<file path="src/rtl/pipe_hazard_if.sv">
// Hazard-controller bundle between the 5-stage pipeline datapath and the
// central hazard controller.
//
// master : pipeline/datapath side. It drives the stage register specifiers
//          and status bits, and consumes the forwarding selects, the stage
//          enables/flushes and the counters.
// slave  : hazard controller side (pipe_hazard_ctrl).
//
// Signals (datapath -> controller):
//   id_rs, id_rt        [REG_AW]  source regs of instr in IF/ID
//   id_uses_rs/rt                 IF/ID instr actually reads rs / rt
//   ex_rs, ex_rt        [REG_AW]  source regs of instr in ID/EX
//   ex_mem_read                   ID/EX instr is a load
//   ex_write_reg        [REG_AW]  ID/EX destination
//   mem_reg_write                 EX/MEM writes regfile
//   mem_write_reg       [REG_AW]  EX/MEM destination
//   mem_access                    EX/MEM instr is load or store
//   branch_taken                  resolved taken branch (MEM stage)
//   wb_reg_write                  MEM/WB writes regfile
//   wb_write_reg        [REG_AW]  MEM/WB destination
// Signals (controller -> datapath):
//   fwd_a, fwd_b        [2]       00 ID/EX, 10 EX/MEM, 01 MEM/WB
//   pc_en, if_id_en, id_ex_en, ex_mem_en   register load enables
//   if_id_flush, id_ex_flush, ex_mem_flush load NOP into that register
//   mem_wb_bubble                 load NOP into MEM/WB
//   stall_cnt, flush_cnt [CNT_W]  saturating event counters
interface pipe_hazard_if #(
    parameter int REG_AW = 5,
    parameter int CNT_W  = 32
);
    logic [REG_AW-1:0] id_rs;
    logic [REG_AW-1:0] id_rt;
    logic              id_uses_rs;
    logic              id_uses_rt;
    logic [REG_AW-1:0] ex_rs;
    logic [REG_AW-1:0] ex_rt;
    logic              ex_mem_read;
    logic [REG_AW-1:0] ex_write_reg;
    logic              mem_reg_write;
    logic [REG_AW-1:0] mem_write_reg;
    logic              mem_access;
    logic              branch_taken;
    logic              wb_reg_write;
    logic [REG_AW-1:0] wb_write_reg;

    logic [1:0]        fwd_a;
    logic [1:0]        fwd_b;
    logic              pc_en;
    logic              if_id_en;
    logic              id_ex_en;
    logic              ex_mem_en;
    logic              if_id_flush;
    logic              id_ex_flush;
    logic              ex_mem_flush;
    logic              mem_wb_bubble;
    logic [CNT_W-1:0]  stall_cnt;
    logic [CNT_W-1:0]  flush_cnt;

    modport master (
        output id_rs, id_rt, id_uses_rs, id_uses_rt,
        output ex_rs, ex_rt, ex_mem_read, ex_write_reg,
        output mem_reg_write, mem_write_reg, mem_access, branch_taken,
        output wb_reg_write, wb_write_reg,
        input  fwd_a, fwd_b,
        input  pc_en, if_id_en, id_ex_en, ex_mem_en,
        input  if_id_flush, id_ex_flush, ex_mem_flush, mem_wb_bubble,
        input  stall_cnt, flush_cnt
    );

    modport slave (
        input  id_rs, id_rt, id_uses_rs, id_uses_rt,
        input  ex_rs, ex_rt, ex_mem_read, ex_write_reg,
        input  mem_reg_write, mem_write_reg, mem_access, branch_taken,
        input  wb_reg_write, wb_write_reg,
        output fwd_a, fwd_b,
        output pc_en, if_id_en, id_ex_en, ex_mem_en,
        output if_id_flush, id_ex_flush, ex_mem_flush, mem_wb_bubble,
        output stall_cnt, flush_cnt
    );
endinterface

</file>
<file path="src/rtl/pipe_hazard_ctrl.sv">
// Central hazard controller for the 5-stage pipeline (IF/ID/EX/MEM/WB).
// Produces EX-stage forwarding selects, load-use stalls, taken-branch
// flushes and multi-cycle data-memory wait stalls, plus saturating stall
// and flush counters.
//
// Ports:
//   clk  in  clock, all state updates on posedge
//   rst  in  synchronous active-low reset
//   hz   pipe_hazard_if.slave  datapath status in, stage controls out
//
// Memory-wait FSM:
//   state   | meaning
//   --------+---------------------------------------------------------
//   ST_IDLE | no access in progress; a new access in EX/MEM starts a wait
//   ST_WAIT | access in flight; wcnt counts remaining stall cycles down
//
// Control priority: memory stall > taken branch > load-use.
module pipe_hazard_ctrl #(
    parameter int DATA_W  = 32,
    parameter int REG_AW  = 5,
    parameter int MEM_LAT = 2,
    parameter int CNT_W   = 32
) (
    input  logic           clk,
    input  logic           rst,
    pipe_hazard_if.slave   hz
);

    // DATA_W drives no logic; it exists so every stage takes the same
    // parameter list. Catch nonsense values at elaboration.
    if (DATA_W < 1) begin : g_bad_data_w
        $error("pipe_hazard_ctrl: DATA_W must be positive");
    end

    // A zero-width counter is illegal, so MEM_LAT=0 still gets one bit.
    localparam int WCNT_W = (MEM_LAT > 0) ? $clog2(MEM_LAT + 1) : 1;
    localparam logic [WCNT_W-1:0] WCNT_LOAD =
        (MEM_LAT > 0) ? WCNT_W'(MEM_LAT - 1) : '0;
    localparam logic MEM_MULTI = (MEM_LAT > 0);

    typedef enum logic {
        ST_IDLE = 1'b0,
        ST_WAIT = 1'b1
    } state_t;

    state_t            state;
    logic [WCNT_W-1:0] wcnt;
    logic [CNT_W-1:0]  stall_q;
    logic [CNT_W-1:0]  flush_q;

    logic [REG_AW-1:0] id_rs_w, id_rt_w, ex_rs_w, ex_rt_w;
    logic [REG_AW-1:0] ex_wr_w, mem_wr_w, wb_wr_w;

    assign id_rs_w  = hz.id_rs;
    assign id_rt_w  = hz.id_rt;
    assign ex_rs_w  = hz.ex_rs;
    assign ex_rt_w  = hz.ex_rt;
    assign ex_wr_w  = hz.ex_write_reg;
    assign mem_wr_w = hz.mem_write_reg;
    assign wb_wr_w  = hz.wb_write_reg;

    logic ms;
    logic lu;
    logic br;
    logic lu_applied;
    logic mem_fwd_ok;
    logic wb_fwd_ok;

    // ms is Mealy: an access arriving in IDLE must stall that same cycle.
    always_comb begin
        ms = 1'b0;
        case (state)
            ST_IDLE: ms = MEM_MULTI && hz.mem_access;
            ST_WAIT: ms = (wcnt != '0);
            default: ms = 1'b0;
        endcase
    end

    assign lu = hz.ex_mem_read && (ex_wr_w != '0) &&
                ((hz.id_uses_rs && (id_rs_w == ex_wr_w)) ||
                 (hz.id_uses_rt && (id_rt_w == ex_wr_w)));

    assign br         = hz.branch_taken && !ms;
    assign lu_applied = lu && !ms && !hz.branch_taken;

    assign mem_fwd_ok = hz.mem_reg_write && (mem_wr_w != '0);
    assign wb_fwd_ok  = hz.wb_reg_write  && (wb_wr_w  != '0);

    logic [1:0] fwd_a_w, fwd_b_w;
    logic       pc_en_w, if_id_en_w, id_ex_en_w, ex_mem_en_w;
    logic       if_id_fl_w, id_ex_fl_w, ex_mem_fl_w, bubble_w;

    always_comb begin
        fwd_a_w     = 2'b00;
        fwd_b_w     = 2'b00;
        pc_en_w     = 1'b1;
        if_id_en_w  = 1'b1;
        id_ex_en_w  = 1'b1;
        ex_mem_en_w = 1'b1;
        if_id_fl_w  = 1'b0;
        id_ex_fl_w  = 1'b0;
        ex_mem_fl_w = 1'b0;
        bubble_w    = 1'b0;

        if (!rst) begin
            // Hold the whole pipe frozen and filled with NOPs in reset.
            pc_en_w     = 1'b0;
            if_id_en_w  = 1'b0;
            id_ex_en_w  = 1'b0;
            ex_mem_en_w = 1'b0;
            if_id_fl_w  = 1'b1;
            id_ex_fl_w  = 1'b1;
            ex_mem_fl_w = 1'b1;
            bubble_w    = 1'b1;
        end else begin
            // EX/MEM is the younger result, so it wins over MEM/WB.
            if (mem_fwd_ok && (mem_wr_w == ex_rs_w))
                fwd_a_w = 2'b10;
            else if (wb_fwd_ok && (wb_wr_w == ex_rs_w))
                fwd_a_w = 2'b01;

            if (mem_fwd_ok && (mem_wr_w == ex_rt_w))
                fwd_b_w = 2'b10;
            else if (wb_fwd_ok && (wb_wr_w == ex_rt_w))
                fwd_b_w = 2'b01;

            if (ms) begin
                pc_en_w     = 1'b0;
                if_id_en_w  = 1'b0;
                id_ex_en_w  = 1'b0;
                ex_mem_en_w = 1'b0;
                bubble_w    = 1'b1;
            end else if (br) begin
                if_id_fl_w  = 1'b1;
                id_ex_fl_w  = 1'b1;
                ex_mem_fl_w = 1'b1;
            end else if (lu_applied) begin
                // Hold IF/ID and PC, inject a bubble into ID/EX.
                pc_en_w     = 1'b0;
                if_id_en_w  = 1'b0;
                id_ex_fl_w  = 1'b1;
            end
        end
    end

    always_ff @(posedge clk) begin
        if (!rst) begin
            state   <= ST_IDLE;
            wcnt    <= '0;
            stall_q <= '0;
            flush_q <= '0;
        end else begin
            case (state)
                ST_IDLE: begin
                    if (MEM_MULTI && hz.mem_access) begin
                        state <= ST_WAIT;
                        wcnt  <= WCNT_LOAD;
                    end
                end
                ST_WAIT: begin
                    if (wcnt != '0)
                        wcnt <= wcnt - WCNT_W'(1);
                    else
                        state <= ST_IDLE;
                end
                default: begin
                    state <= ST_IDLE;
                    wcnt  <= '0;
                end
            endcase

            if ((ms || lu_applied) && (stall_q != '1))
                stall_q <= stall_q + CNT_W'(1);
            if (br && (flush_q != '1))
                flush_q <= flush_q + CNT_W'(1);
        end
    end

    assign hz.fwd_a         = fwd_a_w;
    assign hz.fwd_b         = fwd_b_w;
    assign hz.pc_en         = pc_en_w;
    assign hz.if_id_en      = if_id_en_w;
    assign hz.id_ex_en      = id_ex_en_w;
    assign hz.ex_mem_en     = ex_mem_en_w;
    assign hz.if_id_flush   = if_id_fl_w;
    assign hz.id_ex_flush   = id_ex_fl_w;
    assign hz.ex_mem_flush  = ex_mem_fl_w;
    assign hz.mem_wb_bubble = bubble_w;
    assign hz.stall_cnt     = stall_q;
    assign hz.flush_cnt     = flush_q;

endmodule

</file>
<file path="src/flat_wrapper.sv">
// flat-port wrapper written by rule: the top's interface ports become plain ports
module pipe_hazard_ctrl_flat 
#(
    parameter int DATA_W  = 32,
    parameter int REG_AW  = 5,
    parameter int MEM_LAT = 2,
    parameter int CNT_W   = 32
)
  (clk, rst, hz_id_rs, hz_id_rt, hz_id_uses_rs, hz_id_uses_rt, hz_ex_rs, hz_ex_rt, hz_ex_mem_read, hz_ex_write_reg, hz_mem_reg_write, hz_mem_write_reg, hz_mem_access, hz_branch_taken, hz_wb_reg_write, hz_wb_write_reg, hz_fwd_a, hz_fwd_b, hz_pc_en, hz_if_id_en, hz_id_ex_en, hz_ex_mem_en, hz_if_id_flush, hz_id_ex_flush, hz_ex_mem_flush, hz_mem_wb_bubble, hz_stall_cnt, hz_flush_cnt);
  pipe_hazard_if #(.REG_AW(REG_AW), .CNT_W(CNT_W)) hz_i ();
  input  logic clk;
  input  logic rst;
  input wire logic [$bits(hz_i.id_rs)-1:0] hz_id_rs;
  input wire logic [$bits(hz_i.id_rt)-1:0] hz_id_rt;
  input wire logic [$bits(hz_i.id_uses_rs)-1:0] hz_id_uses_rs;
  input wire logic [$bits(hz_i.id_uses_rt)-1:0] hz_id_uses_rt;
  input wire logic [$bits(hz_i.ex_rs)-1:0] hz_ex_rs;
  input wire logic [$bits(hz_i.ex_rt)-1:0] hz_ex_rt;
  input wire logic [$bits(hz_i.ex_mem_read)-1:0] hz_ex_mem_read;
  input wire logic [$bits(hz_i.ex_write_reg)-1:0] hz_ex_write_reg;
  input wire logic [$bits(hz_i.mem_reg_write)-1:0] hz_mem_reg_write;
  input wire logic [$bits(hz_i.mem_write_reg)-1:0] hz_mem_write_reg;
  input wire logic [$bits(hz_i.mem_access)-1:0] hz_mem_access;
  input wire logic [$bits(hz_i.branch_taken)-1:0] hz_branch_taken;
  input wire logic [$bits(hz_i.wb_reg_write)-1:0] hz_wb_reg_write;
  input wire logic [$bits(hz_i.wb_write_reg)-1:0] hz_wb_write_reg;
  output wire logic [$bits(hz_i.fwd_a)-1:0] hz_fwd_a;
  output wire logic [$bits(hz_i.fwd_b)-1:0] hz_fwd_b;
  output wire logic [$bits(hz_i.pc_en)-1:0] hz_pc_en;
  output wire logic [$bits(hz_i.if_id_en)-1:0] hz_if_id_en;
  output wire logic [$bits(hz_i.id_ex_en)-1:0] hz_id_ex_en;
  output wire logic [$bits(hz_i.ex_mem_en)-1:0] hz_ex_mem_en;
  output wire logic [$bits(hz_i.if_id_flush)-1:0] hz_if_id_flush;
  output wire logic [$bits(hz_i.id_ex_flush)-1:0] hz_id_ex_flush;
  output wire logic [$bits(hz_i.ex_mem_flush)-1:0] hz_ex_mem_flush;
  output wire logic [$bits(hz_i.mem_wb_bubble)-1:0] hz_mem_wb_bubble;
  output wire logic [$bits(hz_i.stall_cnt)-1:0] hz_stall_cnt;
  output wire logic [$bits(hz_i.flush_cnt)-1:0] hz_flush_cnt;
  assign hz_i.id_rs = hz_id_rs;
  assign hz_i.id_rt = hz_id_rt;
  assign hz_i.id_uses_rs = hz_id_uses_rs;
  assign hz_i.id_uses_rt = hz_id_uses_rt;
  assign hz_i.ex_rs = hz_ex_rs;
  assign hz_i.ex_rt = hz_ex_rt;
  assign hz_i.ex_mem_read = hz_ex_mem_read;
  assign hz_i.ex_write_reg = hz_ex_write_reg;
  assign hz_i.mem_reg_write = hz_mem_reg_write;
  assign hz_i.mem_write_reg = hz_mem_write_reg;
  assign hz_i.mem_access = hz_mem_access;
  assign hz_i.branch_taken = hz_branch_taken;
  assign hz_i.wb_reg_write = hz_wb_reg_write;
  assign hz_i.wb_write_reg = hz_wb_write_reg;
  assign hz_fwd_a = hz_i.fwd_a;
  assign hz_fwd_b = hz_i.fwd_b;
  assign hz_pc_en = hz_i.pc_en;
  assign hz_if_id_en = hz_i.if_id_en;
  assign hz_id_ex_en = hz_i.id_ex_en;
  assign hz_ex_mem_en = hz_i.ex_mem_en;
  assign hz_if_id_flush = hz_i.if_id_flush;
  assign hz_id_ex_flush = hz_i.id_ex_flush;
  assign hz_ex_mem_flush = hz_i.ex_mem_flush;
  assign hz_mem_wb_bubble = hz_i.mem_wb_bubble;
  assign hz_stall_cnt = hz_i.stall_cnt;
  assign hz_flush_cnt = hz_i.flush_cnt;
  pipe_hazard_ctrl #(.DATA_W(DATA_W), .REG_AW(REG_AW), .MEM_LAT(MEM_LAT), .CNT_W(CNT_W)) u_core (.clk(clk), .rst(rst), .hz(hz_i));
endmodule
</file>
<file path="config.mk">
export PLATFORM = sky130hd
export DESIGN_NAME = pipe_hazard_ctrl_flat
export DESIGN_NICKNAME = d
export VERILOG_FILES = /design/src/rtl/pipe_hazard_if.sv /design/src/rtl/pipe_hazard_ctrl.sv /design/src/flat_wrapper.sv
export SDC_FILE = /design/constraint.sdc
export NUM_CORES = 1
export LEC_CHECK = 0
export CAP_MARGIN = 20
export CORE_ASPECT_RATIO = 1.1
export CORE_MARGIN = 2
export CORE_UTILIZATION = 47
export DETAILED_ROUTE_END_ITERATION = 6
export PLACE_DENSITY = 0.86
export SYNTH_ARGS = -nofsm -noshare
export SYNTH_HDL_FRONTEND = slang
export SYNTH_SLANG_ARGS = --single-unit
</file>
<file path="constraint.sdc">
create_clock -name clk -period 2.2 [get_ports clk]
set_input_delay 0.55 -clock clk [delete_from_list [all_inputs] [get_ports clk]]
set_output_delay 0.55 -clock clk [all_outputs]
set_load 0.03 [all_outputs]
</file>
After elaboration in Yosys (flattened, before gate mapping):

Cells that the tools add are included.

* add/sub/neg operators: 3
* $mul: 0
* div/mod/pow operators: 0
* $lt $le $gt $ge: 0
* eq/ne operators: 10
* shifts and indexed selects: 0
* muxes and demuxes: 28
* bitwise logic cells: 1
* reduce and logical (&&, ||, !) cells: 24

Operators with widths (count)
* $add 32x1->32 const B: 2
* $ne 32x32->1 const B: 2
* $eq 5x5->1: 6
* $mux 1: 19
* $logic_and 1x1->1: 15
* $reduce_bool 5->1: 3
* $mux 2: 6
* $ne 2x2->1 const B: 2
* $pmux 1 s2: 2
* $pmux 2 s2: 1
* $logic_not 1->1: 2
* $logic_or 1x1->1: 2
* $reduce_and 2->1: 1
* $reduce_bool 2->1: 1
* $sub 2x1->2 const B: 1
* $not 1->1: 1

* register bits: 67
* latch bits: 0
* bits in writable memories: 0
* bits in read-only memories: 0
* output and inout bits: 76
* word-level logic and storage cells: 70
* memories: 0

Depth between registers and ports, before layout:

* word-level depth: 10
* depth in mapped cells: 9
* depth with buffers taken out: 8

Least setup slack after synthesis:

No wires, ideal clock.

* path type: input port to output port
* start: in hz_mem_write_reg[0]
* end: out hz_fwd_a[0]
* data arrival time: 2345 ps
* setup slack: -695 ps
* stages: 4
* path buffers: 0
* path through: or4_1 o21ai_0 nor4_1 nor4_1

* cells in the longest elaborated chain, start to end: 5
* elaborated cells between the ends (all ways): 6
* classes of those cells: eq/ne: 1; mux: 2; reduce/logical: 3

RTL lines
* start, declared: line flat_wrapper.sv:22 `input wire logic [$bits(hz_i.mem_write_reg)-1:0] hz_mem_write_reg;`
* $reduce_bool 5->1: line pipe_hazard_ctrl.sv:86 `assign mem_fwd_ok = hz.mem_reg_write && (mem_wr_w != '0);`
* $logic_and 1x1->1: line pipe_hazard_ctrl.sv:86
* $logic_and 1x1->1 (*): line pipe_hazard_ctrl.sv:117 `if (mem_fwd_ok && (mem_wr_w == ex_rs_w))`
* $mux 2 (*): line pipe_hazard_ctrl.sv:117
* $mux 2 (*): line pipe_hazard_ctrl.sv:105 `if (!rst) begin`
* end, declared: line flat_wrapper.sv:27 `output wire logic [$bits(hz_i.fwd_a)-1:0] hz_fwd_a;`

Every way passes the cells marked *; elsewhere a longest branch is shown, timed or not.

Worst setup path in the final report:

* start: in hz_mem_write_reg[3]
* end: out hz_fwd_b[1]

* cells in the longest elaborated chain, start to end: 5
* elaborated cells between the ends (all ways): 6
* classes of those cells: eq/ne: 1; mux: 2; reduce/logical: 3

RTL lines
* $reduce_bool 5->1: line pipe_hazard_ctrl.sv:86
* $logic_and 1x1->1: line pipe_hazard_ctrl.sv:86
* $logic_and 1x1->1 (*): line pipe_hazard_ctrl.sv:122 `if (mem_fwd_ok && (mem_wr_w == ex_rt_w))`
* $mux 2 (*): line pipe_hazard_ctrl.sv:122
* $mux 2 (*): line pipe_hazard_ctrl.sv:105
* end, declared: line flat_wrapper.sv:28 `output wire logic [$bits(hz_i.fwd_b)-1:0] hz_fwd_b;`

Marks and branches as above.

==> flow_metrics.tcl <==
set metrics [dict create \
    start_util_pct 48.5 \
    peakVddDrop_mv 0.330 \
    max_freq_mhz 403 \
    place_area_sq_mm 0.00552 \
    ant_nets 0 \
    num_io_pins 120 \
    cts_hold_buf 0 \
    cts_tree "yes" \
    routed_wl_mm 15.1 \
    cts_buffer_depth 2 \
    violations "negative setup slack" \
    path_cells "buf_6 -> or4_4 -> o21ai_4 -> buf_6 -> nor4_4 -> buf_4 -> and2_4 -> buf_6" \
    hp-class "register to register" \
    clk_latency_ns 0.35 \
    track_usage_pct 30.1 \
    grt_pass1_wl_mm 22.3 \
    synth_edf_count 0 \
    wl_per_cell_um 19.7 \
    post-route-period-util_pct 113 \
    slowest_delay_ns 0.53 \
    layout_commonest_cell "buf_4" \
    grt_pass1_vias 4646 \
    fp.coreArea_sq_mm 0.00791 \
    cp.required_ns 1.65 \
    relSlewSlack_pct 71.8 \
    grt_max_degree 31 \
    layout_common_cells "70 x buf_4, 67 x clkdlybuf4s50_1, 61 x dfxtp_1, 34 x nor2_1, 33 x nand2_1" \
    setup_viol 24 \
    fillers 445 \
    path_max_fanout 2 \
    die_w_um 90.1 \
    cpMostUsedCell "buf_6" \
    vias_per_cell 6.06 \
    synth-seq-area-share_pct 35.0 \
    path_clk_slew_ns 0.08 \
    max-cap-violations 0 \
    tightest_slew_ns 0.419 \
    postSynthAreaPerCell_sq_um 8.30 \
    vias 4639 \
    ys_warn_count 0 \
    slew_viol_final 0 \
    synthFlopType "dfxtp_1" \
    hpwl_mm 8.42 \
    cts.htree.levels 3 \
    p_leak_uw 0.00228 \
    areaGrowthSynthToFinish_pct 71.2 \
    antenna_cells 0 \
    setup_tns_ns -1.84 \
    synthDistinctLibCells 55 \
    hold_viol_final 0 \
    dr.pass1.iters 5 \
    num_rows 34 \
    drc 0 \
    powerDensity_mw_per_mm2 473 \
    root_buffer "clkbuf_8" \
    cts_buffers 9 \
    netlist_instances 462 \
    globalRouteOverflowTotal 0 \
    status "complete, but fails checks" \
    cp_slowest_cell "or4_4" \
    syn_area_sq_mm 0.00384 \
    post-route-min-period_ns 2.48 \
    worstPathArrival_ns 1.93 \
    drive_above_1_share_pct 36.8 \
    grt_antenna_before_repair 0 \
    fin_area_sq_mm 0.00657 \
    rsz0062_at_grt "true" \
    start_kind "input port" \
    setup_ws_ns -0.279 \
    cts.sinks 67 \
    worstSetupPathType "input port to output port" \
    postSynth.asyncResetShare_pct 0 \
    ys_ff_latch 67 \
    syn_nets 509 \
    crit_path_end_kind "output port" \
    drt_iter0_markers 259 \
    die-area_sq_mm 0.00890 \
    place_ws_ns -0.841 \
    skew_ns 0.00852 \
    fin_nets 699 \
    dieHeight_um 98.8 \
    port_buffers 119 \
    gp_congestion 0.895 \
]
## layout make-up
cell class / count / area (sq um) / share of cell area [%]
multi-input combinational: 362 / 2890 / 44.0
timing repair buffer: 201 / 1910 / 29.1
sequential: 67 / 1350 / 20.6
clock buffer: 11 / 151 / 2.31
tap: 108 / 135 / 2.06
clock inverter: 5 / 85.1 / 1.30
inverter: 11 / 41.3 / 0.629
## power by group
| group | switching (uW) | internal (uW) |
|---|---|---|
| logic | 314 | 325 |
| registers | 14.7 | 1220 |
| clock network | 522 | 704 |
## worst paths after layout
check        slack [ns]  depth (start not counted)                       to               startpoint
max               -0.28                          8              hz_fwd_b[1]      hz_mem_write_reg[3]
max reg2reg       -0.12                          6  u_core.hz.stall_cnt[18]  u_core.hz.stall_cnt[13]
min                0.51                          2  u_core.hz.stall_cnt[27]  u_core.hz.stall_cnt[27]
min reg2reg        0.51                          2  u_core.hz.stall_cnt[27]  u_core.hz.stall_cnt[27]
## what timing repair did
action,in CTS,in global routing
buffers inserted,12,9
gates resized for setup,145,110
gates cloned,6,0
endpoints found under the setup margin,44,44
pin swaps,60,69
## kinds of logic (layout without fill, tap and decap cells)
family / count (synthesis) / count (layout) / synth area share (%)
multiplexers: 1 / 1 / 0.261
adder cells (fa/ha/maj): 3 / 3 / 0.979
AO/OA/AOI/OAI: 94 / 94 / 15.1
buffers and inverters: 33 / 228 / 4.70
XOR/XNOR: 52 / 52 / 11.9
flip-flops: 67 / 67 / 35.0
AND/OR/NAND/NOR: 212 / 212 / 32.2
## layer usage
metal	global-route usage [%]	up-vias	part of all wire, %
met3	4.82	75	5.8
met4	12.4	0	5.2
met1	33.0	2228	36
met2	57.4	245	53
li1	-	2091	-
met5	0	-	0
## cell usage after synthesis, drive strengths merged (13+ instances only)
cell type / number / area, sq um
dfxtp: 67 / 1340
nor3: 13 / 80.1
or4: 26 / 195
or3: 18 / 113
o21ai: 21 / 105
nor2: 37 / 139
xnor2: 31 / 272
a21oi: 42 / 221
o31ai: 19 / 143
xor2: 21 / 184
nand3: 22 / 115
nand2: 34 / 128
nand4: 22 / 150
## registers in the layout, summed over array words and instances (netlist names)
signal               cells
u_core.hz.flush_cnt     32
u_core.hz.stall_cnt     32
u_core.wcnt              2
u_core.state             1
## critical path: cells and delay by family
| family | cells | cell delay, ns |
|---|---|---|
| simple gates | 3 | 0.71 |
| buf+inv | 4 | 0.50 |
| compound gates | 1 | 0.17 |
## per-stage QoR
stage | instances | hold WS, ns | total power (uW) | util, %
after detailed placement | 725 | 0.493 | 1700 | 69.7
after CTS | 757 | 0.508 | 3050 | 78.4
after global placement | 725 | 0.469 | 1680 | 69.7
after global routing | 765 | 0.530 | 3180 | 83.0
after floorplan | 462 | 0.437 | 1470 | -
final | 765 | 0.513 | 3100 | 83.0
Note: power is estimated with default switching activity, not from simulation.
